## src/rtl/pool_layer_sequencer.sv

```systemverilog
// Pooling-layer sequencer: walks each channel of an MxM feature map,
// streams pixels into a pooling unit and stores its results.
module pool_layer_sequencer #(
    parameter int M    = 26,
    parameter int P    = 2,
    parameter int N_CH = 4,
    parameter int AW   = 16,
    localparam int CW  = (N_CH > 1) ? $clog2(N_CH) : 1
) (
    input  logic          clk,
    input  logic          master_rst,
    input  logic          start,
    input  logic          stall,
    output logic          rd_en,
    output logic [AW-1:0] rd_addr,
    output logic          ce,
    output logic          pool_rst,
    input  logic          pool_op_en,
    output logic          wr_en,
    output logic [AW-1:0] wr_addr,
    output logic [CW-1:0] channel,
    output logic          busy,
    output logic          done
);

    localparam int Q  = (M / P) * (M / P);
    localparam int OW = $clog2(Q + 1);
    localparam int RW = (M > 1) ? $clog2(M) : 1;

    typedef enum logic [2:0] {
        IDLE,
        CLEAR,
        STREAM,
        DRAIN,
        NEXT,
        FIN
    } state_t;

    state_t          state;
    state_t          state_nxt;
    logic [RW-1:0]   row;
    logic [RW-1:0]   col;
    logic [OW-1:0]   out_cnt;
    logic            last_px;
    logic            out_full;

    assign last_px  = (row == RW'(M - 1)) && (col == RW'(M - 1));
    assign out_full = (out_cnt == OW'(Q));

    assign rd_addr = AW'(channel) * AW'(M * M)
                   + AW'(row) * AW'(M)
                   + AW'(col);
    assign wr_addr = AW'(channel) * AW'(Q) + AW'(out_cnt);

    // Results are accepted in any state until the channel quota is met.
    assign wr_en = pool_op_en && !out_full && !master_rst;

    // State register.
    always_ff @(posedge clk) begin
        if (master_rst) begin
            state <= IDLE;
        end else begin
            state <= state_nxt;
        end
    end

    // Pixel walk, result counter, channel index and read-latency delay.
    always_ff @(posedge clk) begin
        if (master_rst) begin
            row     <= '0;
            col     <= '0;
            out_cnt <= '0;
            channel <= '0;
            ce      <= 1'b0;
        end else begin
            ce <= rd_en;
            if (rd_en) begin
                if (col == RW'(M - 1)) begin
                    col <= '0;
                    row <= last_px ? '0 : row + 1'b1;
                end else begin
                    col <= col + 1'b1;
                end
            end
            if (wr_en) begin
                out_cnt <= out_cnt + 1'b1;
            end
            if (state == NEXT) begin
                row     <= '0;
                col     <= '0;
                out_cnt <= '0;
                if (channel != CW'(N_CH - 1)) begin
                    channel <= channel + 1'b1;
                end
            end
            if (state == FIN) begin
                channel <= '0;
            end
        end
    end

    // Next-state and control outputs; reset overrides everything.
    always_comb begin
        state_nxt = state;
        rd_en     = 1'b0;
        pool_rst  = 1'b0;
        busy      = 1'b0;
        done      = 1'b0;
        unique case (state)
            IDLE: begin
                if (start) state_nxt = CLEAR;
            end
            CLEAR: begin
                busy      = 1'b1;
                pool_rst  = 1'b1;
                state_nxt = STREAM;
            end
            STREAM: begin
                busy  = 1'b1;
                rd_en = !stall;
                if (!stall && last_px) state_nxt = DRAIN;
            end
            DRAIN: begin
                busy = 1'b1;
                if (out_full) state_nxt = NEXT;
            end
            NEXT: begin
                busy = 1'b1;
                if (channel == CW'(N_CH - 1)) begin
                    state_nxt = FIN;
                end else begin
                    state_nxt = CLEAR;
                end
            end
            FIN: begin
                done      = 1'b1;
                state_nxt = IDLE;
            end
            default: state_nxt = IDLE;
        endcase
        if (master_rst) begin
            state_nxt = IDLE;
            rd_en     = 1'b0;
            pool_rst  = 1'b1;
            busy      = 1'b0;
            done      = 1'b0;
        end
    end

endmodule

```

## config.mk

```make
export PLATFORM = sky130hd
export DESIGN_NAME = pool_layer_sequencer
export DESIGN_NICKNAME = d
export VERILOG_FILES = /design/src/rtl/pool_layer_sequencer.sv
export SDC_FILE = /design/constraint.sdc
export NUM_CORES = 1
export LEC_CHECK = 0
export ABC_CLOCK_PERIOD_IN_PS = 5300
export CORE_MARGIN = 3
export CORE_UTILIZATION = 58
export CTS_CLUSTER_SIZE = 20
export DETAILED_ROUTE_END_ITERATION = 16
export GPL_TIMING_DRIVEN = 1
export PLACE_DENSITY = 0.84
export SYNTH_ARGS = -nofsm -noshare
export SYNTH_HDL_FRONTEND = slang
export SYNTH_SLANG_ARGS = --single-unit
```

## constraint.sdc

```tcl
create_clock -name clk -period 5.3 [get_ports clk]
set_input_delay 0.53 -clock clk [delete_from_list [all_inputs] [get_ports clk]]
set_output_delay 0.53 -clock clk [all_outputs]
set_load 0.1 [all_outputs]
```

==> impl_metrics.yaml, run 1 <==
detailed_routing:
  firstDrtPassIters: 4
  num_vias: 2156
  drtIter0Drc: 75
  vias_per_cell: 5.57
  ant_nets: 0
  drcViolationCount: 0
  drt-total-wl_mm: 4.97
  wire_per_inst_um: 12.9
worst_setup_path:
  cp_slowest_cell: "or4_1"
  worst_ep_arrival_time_ps: 4050
  path_buf_inv: 4
  cp_max_fo: 6
  path_cells: "inv_1 -> ha_1 -> inv_1 -> ha_1 -> ha_1 -> inv_1 -> fa_1 -> nor2b_1 -> o21ai_0 -> nand2_1 -> xor2_1 -> ha_1 -> ha_1 -> or4_1 -> o21ai_0 -> a21oi_1 -> xor2_1 -> buf_4"
  path_class: "reg -> out"
  crit_path_end_kind: "output port"
  cp-start-kind: "register"
  cpLargestDelayFamily: "adder cells"
  crit_required_ps: 4770
  max_stage_delay_ps: 500
  cp_common_cell: "ha_1"
clocking:
  ctsResizeCount: 0
  ctsRootBufferMaster: "clkbuf_8"
  cts_buffers: 3
  cts_tree: "yes"
  ctsHoldBuffers: 0
  clk_latency_ps: 270
  clockBufferDepth: 2
  cts.sinks: 24
  post_cts_buffers: 0
  cts_max_level: 1
  clk_pin_slew_ps: 90
sta:
  timing.final.crit_share_pct: 86.4
  rsz0062_at_grt: "no"
  timing_hold_violations_final: 0
  fin_worst_skew_ps: 6.21
  hold_ws_ps: 523
  worst_pin_slew_ps: 972
  fin_crit_ps: 4580
  finalMaxSlewViolations: 0
  max_freq_ghz: 0.218
  fin_ws_ps: 720
  setup_viol: 0
  max_slew_margin_pct: 35.0
placed_design:
  place_congestion: 0.793
  io_buffers: 34
  dp.final_hpwl_mm: 3.96
  dp_slack_ps: 1020
power_and_ir_drop:
  power_frac_seq_pct: 47.1
  switchingPower_mw: 0.155
  p_int_mw: 0.259
  peakVddDrop_mv: 0.158
  clkPwrFrac_pct: 26.7
  p_per_area_nw_per_um2: 141
  p_leak_nw: 1.47
  swShare_pct: 37.5
  power.combinational.fraction_pct: 26.1
floorplan:
  rows: 23
  die_w_um: 73.2
  io_pins: 45
  die-area_um2: 5350
  start_util_pct: 62.7
  die_h_um: 73.2
  core_um2: 4170
yosys:
  yosysTopAreaCell: "ha_1"
  synthArstFlopShare_pct: 0
  ys.flop_type: "dfxtp_1"
  synthCells: 310
  ys_types: 54
  synth-compound-area-share_pct: 13.7
  synth-seq-cells: 24
  netlist_area_um2: 2620
  synth_simple_gate_area_share_pct: 20.5
  yosysWarnings: 0
  synth_top_family_by_area: "adder cells"
  syn_avg_cell_area_um2: 8.44
  muxShareOfSynthArea_pct: 0
  synth-edff-count: 0
  synth.top_cell.area_share_pct: 25.3
  synth_xor_xnor_area_share_pct: 8.70
  ys_seq_area_share_pct: 18.4
  synth_fa_ha_area_share_pct: 29.2
  synth_area_leaders: "ha_1, dfxtp_1, xor2_1"
grt:
  gr-total-overflow: 0
  met1_usage_pct: 26.8
  grt_pass1_wl_mm: 8.95
  grt.met2_usage_pct: 36.0
  antenna_found_initial: 0
  met3_usage_pct: 3.31
  grt_max_degree: 17
  grtUsageTotal_pct: 20.7
  grt_pass1_vias: 2042
  grt_busiest_layer: "met2"
run:
  drv_cap: 0
min_path:
  min_path_type: "reg -> reg"
status:
  outcome: "finished, final reports clean"
cells_and_area:
  layout-area-overhead-vs-synth_pct: 12.4
  finalCoreUtilization_pct: 70.5
  antenna_cells: 0
  final_common_cell: "ha_1"
  layout-drive-gt1-share_pct: 6.23
  mostFrequentLayoutCells: "ha_1, inv_1, clkdlybuf4s50_1"
  nets: 402
worst register-to-register path, cell delays in order, from the launching register on:
cell and delay, ps:
dfxtp_1 420, nor4_4 440, nand3_2 270, or4_1 560
a21oi_1 150
synthesized netlist by cell type (all sizes together), types with 2 or more instances:
| library cell | n |
|---|---|
| nand3b | 3 |
| and3 | 5 |
| nand2 | 18 |
| o21ai | 12 |
| or4 | 2 |
| inv | 30 |
| and2 | 2 |
| o311ai | 2 |
| dfxtp | 24 |
| buf | 14 |
| nand2b | 3 |
| o21a | 3 |
| ha | 53 |
| nor2b | 8 |
| xor2 | 14 |
| nor2 | 22 |
| nor4 | 2 |
| nand4 | 4 |
| or2b | 2 |
| a31oi | 2 |
| xnor2 | 12 |
| or3 | 5 |
| a21o | 4 |
| nand3 | 7 |
| clkbuf | 5 |
| a21oi | 21 |
| fa | 5 |
| nor3 | 4 |
| o2111ai | 2 |
power by group through the flow:
stage          logic, mW  registers, mW  clock network, mW
5_1_grt            0.113          0.196              0.118
4_1_cts            0.109          0.195              0.112
3_3_place_gp       0.107          0.199                  0
3_5_place_dp       0.108          0.199                  0
2_1_floorplan      0.103          0.195                  0
6_report           0.108          0.195              0.111
final cells by class:
cell class | count | area (um^2)
timing repair buffer | 34 | 323
multi-input combinational | 246 | 1920
sequential | 24 | 480
clock buffer | 3 | 41.3
inverter | 30 | 113
fill | 332 | 1230
tap | 50 | 62.6
flip-flops by register name (all words and copies together) (netlist names):
name / cells
out_cnt: 8
col: 5
row: 5
state: 3
channel: 2
ce: 1
routing by layer:
| layer | vias to the layer above | part of all wire, % |
|---|---|---|
| met5 | - | 0 |
| li1 | 1114 | - |
| met2 | 38 | 50 |
| met3 | 2 | 3.0 |
| met4 | 0 | 0.46 |
| met1 | 1002 | 46 |
worst paths after layout:
path,start,cells after the start,end,slack (ps)
setup / recovery,row[1]$_SDFFE_PP0P_,18,rd_addr[10],720
hold / removal,out_cnt[1]$_SDFFE_PP0P_,2,out_cnt[1]$_SDFFE_PP0P_,520
setup reg to reg,state[0]$_SDFFE_PP0P_,4,row[3]$_SDFFE_PP0P_,3400
hold reg to reg,out_cnt[1]$_SDFFE_PP0P_,2,out_cnt[1]$_SDFFE_PP0P_,520
stage by stage:
stage / instances / power, mW / instance area, um^2 / setup TNS, ps
after floorplan: 319 / 0.299 / 2650 / -339
after global placement: 384 / 0.306 / 2900 / 0
after detailed placement: 384 / 0.308 / 2900 / 0
after CTS: 387 / 0.416 / 2940 / 0
after global routing: 387 / 0.428 / 2940 / 0
final: 387 / 0.414 / 2940 / 0
logic make-up (layout without fill, tap and decap cells):
group	Yosys count	after routing
XOR/XNOR	26	26
flip-flops	24	24
buffers and inverters	49	67
AO/OA/AOI/OAI	57	57
AND/OR/NAND/NOR	95	95
other	1	10
adder cells (fa/ha/maj)	58	58
Note: power is estimated with default switching activity, not from simulation.
==> run 2: changes to the inputs <==
==> config.mk (replaced) <==
export PLATFORM = sky130hd
export DESIGN_NAME = pool_layer_sequencer
export DESIGN_NICKNAME = d
export VERILOG_FILES = /design/src/rtl/pool_layer_sequencer.sv
export SDC_FILE = /design/constraint.sdc
export NUM_CORES = 1
export LEC_CHECK = 0
export CORE_MARGIN = 3
export CORE_UTILIZATION = 60
export CTS_CLUSTER_SIZE = 20
export DETAILED_ROUTE_END_ITERATION = 16
export DONT_BUFFER_PORTS = 1
export GPL_TIMING_DRIVEN = 1
export MAX_ROUTING_LAYER = met4
export PLACE_DENSITY = 0.74
export SYNTH_ARGS = -nofsm -noshare
export SYNTH_HDL_FRONTEND = slang
export SYNTH_SLANG_ARGS = --single-unit
==> impl_metrics.yaml, run 2 (synthesized netlist as in run 1, its figures left out) <==
clocking:
  ctsRootBufferMaster: "clkbuf_8"
  ctsHoldBuffers: 0
  post_cts_buffers: 0
  clockBufferDepth: 2
  cts_max_level: 1
  cts.sinks: 24
  ctsResizeCount: 0
  cts_tree: "yes"
  clk_pin_slew_ps: 90
  cts_buffers: 3
  clk_latency_ps: 270
worst_setup_path:
  worst_ep_arrival_time_ps: 4090
  ff2ff_path_depth: 5
  regToRegSetupSlack_ps: 2740
  crit_path_end_kind: "output port"
  path_class: "reg -> out"
  r2r_end: "row[3]$_SDFFE_PP0P_"
  cp-start-kind: "register"
  crit_required_ps: 4770
  rr_startpoint: "col[0]$_SDFFE_PP0P_"
  cp_max_fo: 6
sta:
  worst_pin_slew_ps: 1170
  max_slew_margin_pct: 22.2
  finalMaxSlewViolations: 0
  fin_crit_ps: 4620
  max_freq_ghz: 0.216
  fin_worst_skew_ps: 5.21
  setup_viol: 0
  fin_ws_ps: 678
  tns_ps: 0
  timing_hold_violations_final: 0
  rsz0062_at_grt: "no"
  timing.final.crit_share_pct: 87.2
cells_and_area:
  largest_reg_flops: 8
  seqCellArea_um2: 480
  n_fill_cell: 339
  antenna_cells: 0
  mostFrequentLayoutCells: "ha_1, inv_1, dfxtp_1"
  nets: 383
  largestRegisters: "out_cnt: 8 flops, col: 5 flops, row: 5 flops"
  final_common_cell: "ha_1"
  multi_input_area_um2: 2050
  layout-area-overhead-vs-synth_pct: 11.2
  regMostFlops: "out_cnt"
  layout-drive-gt1-share_pct: 15.0
min_path:
  worstHoldStart: "master_rst"
  min_path_type: "in -> reg"
  min_path_cells: 1
  min_to: "channel[1]$_SDFFE_PP0P_"
power_and_ir_drop:
  peakVddDrop_mv: 0.176
  p_per_area_nw_per_um2: 156
  p_leak_nw: 1.51
grt:
  gr-total-overflow: 0
  grt_max_degree: 17
  grtUsageTotal_pct: 20.8
  grt_pass1_wl_mm: 8.58
  antenna_found_initial: 0
  grt_pass1_vias: 2025
floorplan:
  rows: 23
  core_um2: 4120
  die-area_um2: 5190
  die_h_um: 72.0
  start_util_pct: 63.6
  die_w_um: 72.0
  io_pins: 45
detailed_routing:
  firstDrtPassIters: 4
  ant_nets: 0
  drcViolationCount: 0
  wire_per_inst_um: 13.4
  vias_per_cell: 5.68
  drt-total-wl_mm: 4.96
  drtIter0Drc: 70
  num_vias: 2096
placed_design:
  io_buffers: 0
  dp.final_hpwl_mm: 4.00
  dp_slack_ps: 972
  place_congestion: 0.828
run:
  drv_cap: 0
status:
  outcome: "finished, final reports clean"
[run 2: cell type report]
class	count	share of cell area, %
clock buffers	3	1.42
clock inverters	1	1.03
inverters	30	3.87
multi-input cells	246	70.6
flip-flops and latches	24	16.5
well taps	50	2.15
repair buffers	15	4.47
[run 2: how the worst max path moves through the flow]
stage,from,endpoint,slack [ps],cells after the start
after floorplan,row[1]$_SDFFE_PP0P_,rd_addr[8],-240,14
after global routing,row[1]$_SDFFE_PP0P_,rd_addr[11],400,14
final,row[1]$_SDFFE_PP0P_,rd_addr[11],680,14
after CTS,row[1]$_SDFFE_PP0P_,rd_addr[11],660,14
after detailed placement,row[1]$_SDFFE_PP0P_,rd_addr[11],970,14
after global placement,row[1]$_SDFFE_PP0P_,rd_addr[11],1060,17
[run 2: metrics by stage]
step	cells	hold slack (ps)	total power, mW	area (um^2)	util [%]
finish	369	318	0.453	2910	70.7
global route	369	308	0.469	2910	70.7
CTS	369	314	0.455	2910	70.7
detailed placement	365	515	0.297	2840	69.0
global placement	365	500	0.295	2840	69.0
floorplan	319	477	0.299	2650	-
[run 2: routing by layer]
metal / vias to the layer above / part of all wire, % / track usage, %
met5: - / 0 / -
met4: 0 / 1.3 / 5.01
met3: 10 / 3.1 / 3.74
met2: 41 / 51 / 36.5
met1: 973 / 45 / 24.6
li1: 1072 / - / -
[run 2: power by group]
group / internal [mW] / switching [mW] / total (mW)
clock: 0.101 / 0.0601 / 0.161
sequential: 0.185 / 0.0154 / 0.200
combinational: 0.0146 / 0.0775 / 0.0921
total: 0.300 / 0.153 / 0.453
[run 2: critical path: stages, from the launching register on]
cell and delay [ps]:
dfxtp_1 460, inv_1 70, ha_1 290, inv_1 40
ha_1 260, ha_1 160, inv_1 50, fa_1 410
xnor2_1 180, ha_1 250, ha_1 360, nand3_1 140
o2111ai_1 270, a31o_2 200, a21o_1 680
